### src/rtl/fifo_pkg.sv
// Shared constants and helpers for the synchronous FIFO and its stream reader.
// Pointer widths are derived with clog2 so both blocks size their indices the same way.
package fifo_pkg;

   localparam int default_width      = 8;
   localparam int default_depth      = 8;
   localparam int default_skid_depth = 4;
   localparam int default_cnt_width  = 16;

   function automatic int clog2(input int value);
      int result;
      result = 0;
      for (int i = 0; i < 31; i++) begin
         result = ((32'sd1 <<< i) < value) ? (i + 1) : result;
      end
      return result;
   endfunction

endpackage

### src/rtl/fifo_skid_buf.sv
// Small ring buffer that catches words arriving one cycle after they were requested.
// Clear empties the ring and wins over a simultaneous push or pop.
module fifo_skid_buf
   import fifo_pkg::*;
#(
   parameter int width = default_width,
   parameter int depth = default_skid_depth,
   localparam int ptr_w = clog2(depth),
   localparam int occ_w = ptr_w + 1
) (
   input  logic             clk,
   input  logic             rst,
   input  logic             clear,
   input  logic             push,
   input  logic [width-1:0] push_data,
   input  logic             pop,
   output logic [width-1:0] rd_data,
   output logic [occ_w-1:0] occ
);

   logic [width-1:0] mem_r [depth];
   logic [ptr_w-1:0] wptr_r;
   logic [ptr_w-1:0] rptr_r;
   logic [occ_w-1:0] occ_r;

   // Pointer and occupancy bookkeeping; pointers wrap naturally since depth is a power of two
   always_ff @(posedge clk) begin
      if (rst || clear) begin
         wptr_r <= {ptr_w{1'b0}};
         rptr_r <= {ptr_w{1'b0}};
         occ_r  <= {occ_w{1'b0}};
      end else begin
         if (push) begin
            wptr_r <= wptr_r + ptr_w'(1'b1);
         end
         if (pop) begin
            rptr_r <= rptr_r + ptr_w'(1'b1);
         end
         case ({push, pop})
            2'b10:   occ_r <= occ_r + occ_w'(1'b1);
            2'b01:   occ_r <= occ_r - occ_w'(1'b1);
            default: occ_r <= occ_r;
         endcase
      end
   end

   // Storage write; contents need no reset because the read side masks an empty ring
   always_ff @(posedge clk) begin
      if (push && !rst && !clear) begin
         mem_r[wptr_r] <= push_data;
      end
   end

   assign rd_data = (occ_r != {occ_w{1'b0}}) ? mem_r[rptr_r] : {width{1'b0}};
   assign occ     = occ_r;

endmodule

### src/rtl/fifo_stream_reader_chk.sv
// Run-time invariants for the stream reader: credit bound, no read of an empty FIFO,
// and a stalled downstream word that stays put until accepted.
module fifo_stream_reader_chk #(
   parameter int width      = 8,
   parameter int occ_w      = 3,
   parameter int skid_depth = 4
) (
   input logic             clk,
   input logic             rst,
   input logic [occ_w-1:0] occ,
   input logic             inflight,
   input logic             fifo_r_en,
   input logic             fifo_empty,
   input logic             flush,
   input logic             m_valid,
   input logic             m_ready,
   input logic [width-1:0] m_data
);

   logic             stall_r;
   logic [width-1:0] stall_data_r;

   // Remember whether the previous cycle ended in a downstream stall
   always_ff @(posedge clk) begin
      if (rst) begin
         stall_r      <= 1'b0;
         stall_data_r <= {width{1'b0}};
      end else begin
         stall_r      <= m_valid && !m_ready;
         stall_data_r <= m_data;
      end
   end

   // Invariants sampled each rising edge outside reset
   always @(posedge clk) begin
      if (!rst) begin
         assert (({1'b0, occ} + {{occ_w{1'b0}}, inflight}) <= (occ_w + 1)'(skid_depth));
         assert (!(fifo_r_en && fifo_empty));
         if (stall_r && !flush) begin
            assert (m_valid && (m_data == stall_data_r));
         end
      end
   end

endmodule

### src/rtl/fifo_stream_reader.sv
// Read-side master for the synchronous FIFO: issues reads against skid-buffer credit and
// presents the captured words downstream as a valid/ready stream, one word per clock.
module fifo_stream_reader
   import fifo_pkg::*;
#(
   parameter int width      = default_width,
   parameter int skid_depth = default_skid_depth,
   parameter int cnt_width  = default_cnt_width
) (
   input  logic                 clk,
   input  logic                 rst,
   input  logic                 fifo_empty,
   input  logic [width-1:0]     fifo_data,
   output logic                 fifo_r_en,
   input  logic                 enable,
   input  logic                 flush,
   output logic                 m_valid,
   output logic [width-1:0]     m_data,
   input  logic                 m_ready,
   output logic [cnt_width-1:0] rd_count,
   output logic                 idle
);

   localparam int occ_w = clog2(skid_depth) + 1;
   localparam logic [occ_w:0] credit_limit = (occ_w + 1)'(skid_depth);

   logic                 inflight_r;
   logic [cnt_width-1:0] rd_count_r;
   logic [occ_w-1:0]     occ_s;
   logic [occ_w:0]       pending_s;
   logic                 credit_s;
   logic                 r_en_s;
   logic                 m_valid_s;
   logic                 push_s;
   logic                 pop_s;
   logic [width-1:0]     buf_data_s;

   // Issue and handshake decode; every word already requested holds a slot, so m_ready never gates reads
   always_comb begin
      pending_s = {1'b0, occ_s} + {{occ_w{1'b0}}, inflight_r};
      credit_s  = (pending_s < credit_limit);
      r_en_s    = !rst && enable && !flush && !fifo_empty && credit_s;
      m_valid_s = (occ_s != {occ_w{1'b0}}) && !flush;
      push_s    = inflight_r && !flush;
      pop_s     = m_valid_s && m_ready;
   end

   // Track the outstanding FIFO read and count delivered words
   always_ff @(posedge clk) begin
      if (rst) begin
         inflight_r <= 1'b0;
         rd_count_r <= {cnt_width{1'b0}};
      end else begin
         inflight_r <= r_en_s;
         if (pop_s) begin
            rd_count_r <= rd_count_r + cnt_width'(1'b1);
         end
      end
   end

   fifo_skid_buf #(
      .width (width),
      .depth (skid_depth)
   ) u_skid (
      .clk       (clk),
      .rst       (rst),
      .clear     (flush),
      .push      (push_s),
      .push_data (fifo_data),
      .pop       (pop_s),
      .rd_data   (buf_data_s),
      .occ       (occ_s)
   );

   fifo_stream_reader_chk #(
      .width      (width),
      .occ_w      (occ_w),
      .skid_depth (skid_depth)
   ) u_chk (
      .clk        (clk),
      .rst        (rst),
      .occ        (occ_s),
      .inflight   (inflight_r),
      .fifo_r_en  (r_en_s),
      .fifo_empty (fifo_empty),
      .flush      (flush),
      .m_valid    (m_valid_s),
      .m_ready    (m_ready),
      .m_data     (buf_data_s)
   );

   assign fifo_r_en = r_en_s;
   assign m_valid   = m_valid_s;
   assign m_data    = buf_data_s;
   assign rd_count  = rd_count_r;
   assign idle      = (occ_s == {occ_w{1'b0}}) && !inflight_r;

endmodule

### config.mk
export PLATFORM = sky130hd
export DESIGN_NAME = fifo_stream_reader
export DESIGN_NICKNAME = d
export VERILOG_FILES = /design/src/rtl/fifo_pkg.sv /design/src/rtl/fifo_skid_buf.sv /design/src/rtl/fifo_stream_reader_chk.sv /design/src/rtl/fifo_stream_reader.sv
export SDC_FILE = /design/constraint.sdc
export NUM_CORES = 1
export LEC_CHECK = 0
export BUFFER_PORTS_ARGS = -buffer_cell sky130_fd_sc_hd__buf_2
export CAP_MARGIN = 20
export CORE_MARGIN = 3
export CORE_UTILIZATION = 25
export CTS_CLUSTER_SIZE = 28
export DETAILED_ROUTE_END_ITERATION = 16
export HOLD_SLACK_MARGIN = 0.02
export PLACE_DENSITY_LB_ADDON = 0.15
export SLEW_MARGIN = 20
export SYNTH_ARGS = -nofsm -noshare
export SYNTH_HDL_FRONTEND = slang
export SYNTH_SLANG_ARGS = --single-unit
### constraint.sdc
create_clock -name clk -period 2.4 [get_ports clk]
set_input_delay 0 -clock clk [delete_from_list [all_inputs] [get_ports clk]]
set_output_delay 0 -clock clk [all_outputs]
set_load 0.03 [all_outputs]
# Word-level counts from Yosys, hierarchy flattened
# Memory sizes are Yosys's and may differ from the RTL's. A register that Yosys moved wholly into a read port is not among the register bits.
# Cells that the tools add are included.
# totals
regBits	24
latchBits	0
mem_bits_rw	32
rom_bits	0
inputBits	14
output_inout_bits	27
elab_cells	39
memories	1
# op_classes
add_sub_neg	6
mul	0
div	0
n_lt_le_gt_ge	1
n_eq_ne	2
shifts	0
n_mux	6
bitwise	0
reduce_logical	18
# memory_table
memory	depth	word_bits	rd	rd_clocked_by_memory_dff	write_ports	line_no	rtl
u_skid.mem_r	4	8	1	1	1	fifo_skid_buf.sv:21	logic [width-1:0] mem_r [depth];
# op_table
operator	count
16-bit by 1-bit adder with 16-bit output (second input constant)	1
1-bit logical AND	10
8-bit two-way mux	1
3-bit one-hot mux with 2 select lines	1
2-bit by 1-bit adder with 2-bit output (second input constant)	2
3-bit by 1-bit adder with 4-bit output	1
1-bit zero test	4
4-bit by 3-bit < comparator with 1-bit output (second input constant)	1
2-bit two-way mux	2
3-bit by 1-bit adder with 3-bit output (second input constant)	1
3-bit zero test	1
3-bit nonzero test	1
3-bit by 1-bit subtractor with 3-bit output (second input constant)	1
2-bit by 1-bit == test with 1-bit output (second input constant)	1
2-bit == test (second input constant)	1
1-bit two-way mux	2
2-bit nonzero test	1
1-bit logical OR	1

# Longest topological paths before layout
# Gate-level depths: netlist (run 1).
# depth
ltp_word	6
ltp_mapped	9
mapped_depth_nobuf	8

# Hierarchy
# Synthesis (run 1) repeated with hierarchy kept, for this count alone.
# hier_totals
cells_unflattened	190
area_unflattened_um2	2488.6
# modules_own_cells
mod	instances	cells_per_inst	area_each_um2	seq_area_each_um2
fifo_skid_buf	1	98	1649.1	1141.1
fifo_stream_reader	1	92	839.6	340.3

# Least setup slack after synthesis (run 1)
# OpenSTA, ideal clock, no wires.
# synth_path
path_type	flip-flop to flip-flop
startpoint	reg u_skid.occ_r[0], in the netlist u_skid.occ[0]
endpoint	reg u_skid.occ_r[2], in the netlist u_skid.occ[2]
setup_time_ps	70
arrival_time_ps	2214
required_time_ps	2330
slack_ps	116
path_stages_with_launch	10
path_buffers	1
synth_period_minus_slack_ps	2284
cell_sequence	dfxtp_1 -> nor3_1 -> buf_4 -> nor3b_2 -> ha_1 -> inv_1 -> fa_1 -> xor2_1 -> or3_1 -> a21oi_1
# synth_between
elab_chain_len	5
word_cells_on_any_way	9
classes_between	add/sub (2); eq/ne (2); mux (1); reduce/logical (4)
# synth_lines
element	line_no	rtl
from (decl)	fifo_skid_buf.sv:24	logic [occ_w-1:0] occ_r;
from (signal assigned)	fifo_skid_buf.sv:31	occ_r <= {occ_w{1'b0}};
from (signal assigned)	fifo_skid_buf.sv:40	2'b10: occ_r <= occ_r + occ_w'(1'b1);
from (signal assigned)	fifo_skid_buf.sv:41	2'b01: occ_r <= occ_r - occ_w'(1'b1);
3-bit nonzero test (*)	fifo_stream_reader.sv:43	m_valid_s = (occ_s != {occ_w{1'b0}}) && !flush;
1-bit logical AND (*)	fifo_stream_reader.sv:43	
1-bit logical AND (*)	fifo_stream_reader.sv:45	pop_s = m_valid_s && m_ready;
net pop_s	fifo_stream_reader.sv:35	logic pop_s;
2-bit by 1-bit == test with 1-bit output or 2-bit == test (tied branches)	fifo_skid_buf.sv:39	case ({push, pop})
3-bit one-hot mux with 2 select lines or 2-bit nonzero test (tied branches)	n/a	
# The timed path passes the listed nets; every way through them passes the cells marked *.
# A chain may end at the register's enable or synchronous reset.

# Worst setup path in the final report (run 1)
# Same ends and word-level chain as after synthesis.

==> results of run 1 <==
logic make-up (layout without fill, tap and decap cells):
| family | after synthesis | after routing | synth area share, % |
|---|---|---|---|
| AOI/OAI and AO/OA | 15 | 15 | 3.36 |
| DFF | 58 | 58 | 59.4 |
| buffers and inverters | 15 | 74 | 2.86 |
| and+or+nand+nor | 72 | 72 | 17.1 |
| xor gates and xnor gates | 14 | 14 | 4.92 |
| muxes | 11 | 11 | 8.48 |
| adders and majority gates | 7 | 7 | 3.82 |
stage by stage:
stage | setup WS [ps] | total power [mW] | util [%] | cells
floorplan | 116 | 1.10 | - | 192
global placement | 433 | 1.12 | 29.9 | 354
detailed placement | 381 | 1.12 | 29.9 | 354
CTS | 343 | 2.10 | 33.1 | 380
global route | 224 | 2.14 | 33.1 | 380
finish | 371 | 2.06 | 33.1 | 380
sequential cells by signal, indices dropped and copies added, names as in the netlist, named ones only:
name	cells
inflight_r	1
rd_count	16
u_skid.mem_r	32
u_skid.occ	3
u_skid.rptr_r	2
u_skid.wptr_r	2
how the worst max path moves through the flow:
stage	start	end	slack [ps]	cells after the start
3_3_place_gp	u_skid.occ[0]	u_skid.occ[2]	430	8
2_1_floorplan	u_skid.occ[0]	u_skid.occ[2]	120	9
4_1_cts	u_skid.occ[0]	u_skid.occ[2]	340	8
3_5_place_dp	u_skid.occ[0]	u_skid.occ[2]	380	8
5_1_grt	u_skid.occ[0]	u_skid.occ[2]	220	8
6_report	u_skid.occ[0]	u_skid.occ[2]	370	8
cell usage in the layout, fill, tap and decap left out, drive strengths merged, types with 6 or more instances in the layout:
cell / instances
nor2b: 9
nor2: 22
a21oi: 7
edfxtp: 32
inv: 6
mux4: 8
dfxtp: 26
clkbuf: 10
buf: 42
ha: 6
dlygate4sd3: 10
xnor2: 12
layer usage:
metal	up-vias	part of all wire, %	global-route usage (%)
met2	21	49	15.1
li1	811	-	-
met3	9	3.2	2.45
met4	0	2.5	5.83
met1	761	46	12.1
met5	-	0	0
power breakdown:
part / internal [mW] / switching, mW / total [mW]
combinational: 0.0263 / 0.0308 / 0.0572
clock: 0.577 / 0.378 / 0.955
sequential: 1.05 / 0.00217 / 1.05
total: 1.65 / 0.411 / 2.06
worst max-delay path: stages, from the launching register on:
cell and delay (ps):
dfxtp_1 440, nor3_2 90, nor3b_2 190, ha_1 220, inv_1 60, fa_1 370, xor2_1 160, or3_1 310
a21oi_1 140
final cells by class:
cell class	count	area, µm²	area share (%)
Sequential cell	58	1480	47.3
Multi-Input combinational cell	119	945	30.1
Timing Repair Buffer	52	315	10.1
Tap cell	129	161	5.15
Clock buffer	10	128	4.07
Clock inverter	6	81.3	2.59
Inverter	6	22.5	0.719
==> reports/metrics.cfg, run 1 <==
[detailed_routing]
dr.pass1.iters=4
routedWlPerCell_um=13.3
vias_per_cell=4.22
vias=1602
drtAntennaViolNets=0
drt-total-wl_mm=5.05
drc=0
drtIter0Drc=44

[synthesis]
synth_seq_cells=58
synth_top_cell_area_share_pct=38.6
synth_area_leaders=edfxtp_1, dfxtp_1, mux4_2
synthFlopType=edfxtp_1
syn-num-nets=213
synth_common_cells=edfxtp_1, dfxtp_1, nor2_1
yosysMostFrequentCell=edfxtp_1
yosysTopAreaCell=edfxtp_1
synth_edf_count=32
syn_area_um2=2490
syn_avg_cell_area_um2=13.0
synthArstFlopShare_pct=0
yosysSeqAreaShare_pct=59.4
yosys_warnings=0
syn_inst=192
synth_cell_type_count=38

[placement]
port-buffer-count=40
hpwlAfterDp_mm=3.42
placed_cell_area_um2=2830
globalplace.congestion=0.719

[layout]
num-fill-cells=977
nets=267
syn_to_final_growth_pct=25.8
stdcell_area_um2=3130
antenna_cells=0
drive_gt1_share_pct=28.7

[hold_path]
worst_hold_startpoint=rst
hp-class=in -> reg
holdPathStages=2
whs_endpoint=rd_count[0]

[die]
core_um2=9460
die-area_um2=11200
rows=35
pin_count=41
die_w_um=106
die_h_um=106
initial_utilization_pct=26.3

[grt]
grt-ovfl-total=0
grt_pass1_vias=1635
grt_util_all_layers_pct=9.71
antenna_found_initial=0
grt_max_degree=20
grt_first_pass_wirelength_mm=8.32

[power]
vdd_drop_max_v=0.000301
power_leakage_nw=1.14
powerDensity_nw_per_um2=658

[run_status]
status=completed

[cts]
cts_made_buffers=9
cts_htree_levels=3
cts.sink_count=58
clkTransAtPathRegs_ps=70
cts_tree=yes
ctsResizeCount=0
clk_latency_ps=330
hold_buffers=10
clk_path_buf_depth=2
root_buffer=clkbuf_8
postCtsSetupRepairBufs=0

[setup_path]
cp_max_fo=6
r2r_end=u_skid.occ[2]
required_ps=2670
reg2reg_from=u_skid.occ[0]
ff2ff_setup_slack_ps=370
crit_type=reg -> reg
startpoint_type=register
r2r_cells=8
crit_path_end_kind=register
worstPathArrival_ps=2300

[sta]
rsz0062_at_grt=no
post-route-period-util_pct=84.6
setup-tns-final_ps=0
hold_slack_ps=55.5
max_clock_freq_ghz=0.493
slew-limit-headroom_pct=61.8
worstMarginPinSlew_ps=567
skew_ps=4.04
slew_violations=0
hold_viol_final=0
period_needed_ps=2030
setup_viol=0

[run]
cap_violations=0

Power figures use the tool's default switching activity.
==> run 2: changes to the inputs <==
--- a/config.mk
+++ b/config.mk
@@ -5,6 +5,7 @@
 export SDC_FILE = /design/constraint.sdc
 export NUM_CORES = 1
 export LEC_CHECK = 0
+export ABC_AREA = 1
 export BUFFER_PORTS_ARGS = -buffer_cell sky130_fd_sc_hd__buf_2
 export CAP_MARGIN = 20
 export CORE_MARGIN = 3
==> constraint.sdc (replaced) <==
create_clock -name clk -period 1.8 [get_ports clk]
set_input_delay 0 -clock clk [delete_from_list [all_inputs] [get_ports clk]]
set_output_delay 0 -clock clk [all_outputs]
set_load 0.03 [all_outputs]
==> reports/metrics.cfg, run 2 <==
[setup_path]
ff2ff_setup_slack_ps=100  ; -280 ps
critical_path_depth=11  ; +3
slowest_stage=fa_2
worstPathArrival_ps=1930  ; -370 ps
path_cells=nor2_1 -> nand2_2 -> nand3_4 -> inv_4 -> ha_1 -> inv_1 -> fa_2 -> a21oi_1 -> o21ai_1 -> o21ai_1 -> a21oi_1
startpoint_type=register
crit_type=reg -> reg
critPathMaxStageDelay_ps=340  ; -100 ps
required_ps=2020  ; -650 ps
r2r_cells=11  ; +3
crit_path_end_kind=register
endpoint=u_skid.occ[2]
r2r_end=u_skid.occ[2]
cp.buffers_inverters=2  ; +1
cp_max_fo=3  ; -3
cp_top_family=adder cells
startpoint=u_skid.occ[2]
reg2reg_from=u_skid.occ[2]

[die]
die_h_um=107  ; +1.6%
pin_count=41  ; unchanged
die-area_um2=11600  ; +3.1%
rows=36  ; +2.9%
initial_utilization_pct=26.0  ; -0.36 points
core_um2=9910  ; +4.8%
die_w_um=107  ; +1.6%

[grt]
grt_util_all_layers_pct=10.9  ; +1.2 points
grt_pass1_vias=2038  ; +25%
grt_max_degree=17  ; -15%
grt-ovfl-total=0  ; unchanged
grt_first_pass_wirelength_mm=9.68  ; +16%
antenna_found_initial=0  ; unchanged

[sta]
max_clock_freq_ghz=0.587  ; +19%
slew-limit-headroom_pct=79.0  ; +17 points
hold_viol_final=0  ; unchanged
rsz0062_at_grt=no
period_needed_ps=1700  ; -325 ps
setup-tns-final_ps=0  ; unchanged
worstMarginPinSlew_ps=315  ; -252 ps
setup_viol=0  ; unchanged
post-route-period-util_pct=94.7  ; +10 points
skew_ps=7.23  ; +3.19 ps
slew_violations=0  ; unchanged
hold_slack_ps=61.1  ; +5.57 ps

[synthesis]
synthArstFlopShare_pct=0  ; unchanged
synth_area_leaders=edfxtp_1, dfxtp_1, nor2_1
yosysTopAreaCell=edfxtp_1
syn_inst=286  ; +49%
syn_area_um2=2570  ; +3.3%
syn-num-nets=307  ; +44%
yosysSeqAreaShare_pct=57.5  ; -1.9 points
yosysMostFrequentCell=nor2_1
syn_avg_cell_area_um2=9.00  ; -31%
synth_edf_count=32  ; unchanged
synthFlopType=edfxtp_1
synth_seq_cells=58  ; unchanged
yosys_warnings=0  ; unchanged
synth_top_cell_area_share_pct=37.3  ; -1.2 points
synth_cell_type_count=24  ; -37%
synth_common_cells=nor2_1, nand2_1, edfxtp_1

[layout]
drive_gt1_share_pct=24.7  ; -4.0 points
layout_common_cells=nor2_1, buf_2, nand2_1
largest_register_ffs=32  ; unchanged
syn_to_final_growth_pct=29.6
layout_commonest_cell=nor2_1
multiInputGateArea_um2=942  ; -0.26%
nets=376  ; +41%
top_register=u_skid.mem_r
ff_latch_area_um2=1490  ; +0.34%
layout.cells.non_filler=493  ; +30%
antenna_cells=0  ; unchanged
num-fill-cells=1065  ; +9.0%

[run_status]
status=completed

[placement]
globalplace.congestion=0.709  ; -1.5%
hpwlAfterDp_mm=3.91  ; +14%
dp.cells=465  ; +31%
port-buffer-count=40  ; unchanged

[cts]
root_buffer=clkbuf_8
clk_path_buf_depth=2  ; unchanged
clkTransAtPathRegs_ps=70  ; about the same
cts_made_buffers=9  ; unchanged
cts.sink_count=58  ; unchanged
cts_tree=yes
cts_htree_levels=3  ; unchanged
clk_latency_ps=330  ; about the same

[detailed_routing]
drc=0  ; unchanged
vias=2027  ; +27%
routedWlPerCell_um=11.6  ; -13%
drtAntennaViolNets=0  ; unchanged
drtIter0Drc=61  ; +39%
vias_per_cell=4.11  ; -2.5%
dr.pass1.iters=4  ; unchanged
drt-total-wl_mm=5.72  ; +13%

[hold_path]
hp-class=in -> reg
worst_hold_startpoint=flush

[power]
totalPowerFinal_mw=2.78  ; +35%
vdd_drop_max_v=0.000334  ; +11%
powerDensity_nw_per_um2=833  ; +27%
power_leakage_nw=1.33  ; +16%

[run]
cap_violations=0  ; unchanged

[run 2: cell count changes after synthesis, sizes merged, moves of 5 or more]
cell / change
xnor2: -12
inv: +25
nand2: +35
nor2b: -9
or3: -5
nor2: +53
o21ai: +20
and3: -5
mux4: -8
nand3: +7
a21oi: +18
[run 2: logic make-up (layout without fill, tap and decap cells)]
group	Yosys count	count (layout)	share of synthesized area [%]
flip-flops	58	58	57.5
adder cells (fa/ha/maj)	7	7	3.69
buffers and inverters	38	112	5.98
AO/OA/AOI/OAI	51	51	10.0
AND/OR/NAND/NOR	132	132	22.8
[run 2: how the worst min path moves through the flow]
stage | to | slack, ps | cells after the start
after global routing | u_skid.wptr_r[1] | 80 | 4
after CTS | u_skid.wptr_r[1] | 30 | 4
after detailed placement | u_skid.mem_r[3][3] | 220 | 1
after floorplan | rd_count[1] | 70 | 1
after global placement | u_skid.mem_r[1][3] | 220 | 1
final | u_skid.wptr_r[1] | 60 | 4
[run 2: area by class of cell]
class / count / area share, %
multi-input cells: 190 / 28.2
flip-flops and latches: 58 / 44.5
clock buffers: 10 / 3.82
well taps: 133 / 4.99
repair buffers: 64 / 12.2
inverters: 32 / 3.79
clock inverters: 6 / 2.44
[run 2: per-stage QoR]
step                instance area, µm²  setup WS (ps)  utilization [%]
CTS                               3320           6.81             33.5
global route                      3340           8.91             33.7
floorplan                         2580           2.85                -
finish                            3340           95.2             33.7
detailed placement                3000           17.3             30.3
global placement                  3000           31.4             30.3
[run 2: layer usage]
metal	global-route usage [%]	wire length, µm	part of all wire, %
met2	17.8	2590	45
met5	0	0	0
met3	4.20	233	4.1
met4	2.98	60	1.0
met1	13.4	2840	50
[run 2: power breakdown]
group	total [mW]	internal (mW)	switching (mW)
clock	1.28	0.770	0.513
combinational	0.0969	0.0426	0.0542
sequential	1.40	1.40	0.00192
[run 2: what timing repair did]
action	in CTS	in global routing
hold buffers	11	0
gates resized for setup	0	8
endpoints found under the setup margin	0	10
setup buffers	0	1
endpoints found under the hold margin	37	0
[run 2: tightest hold or removal path, cell delays in order]
cell     delay [ps]
buf_2           120
nor2_1           60
inv_1            90
a21oi_1          70
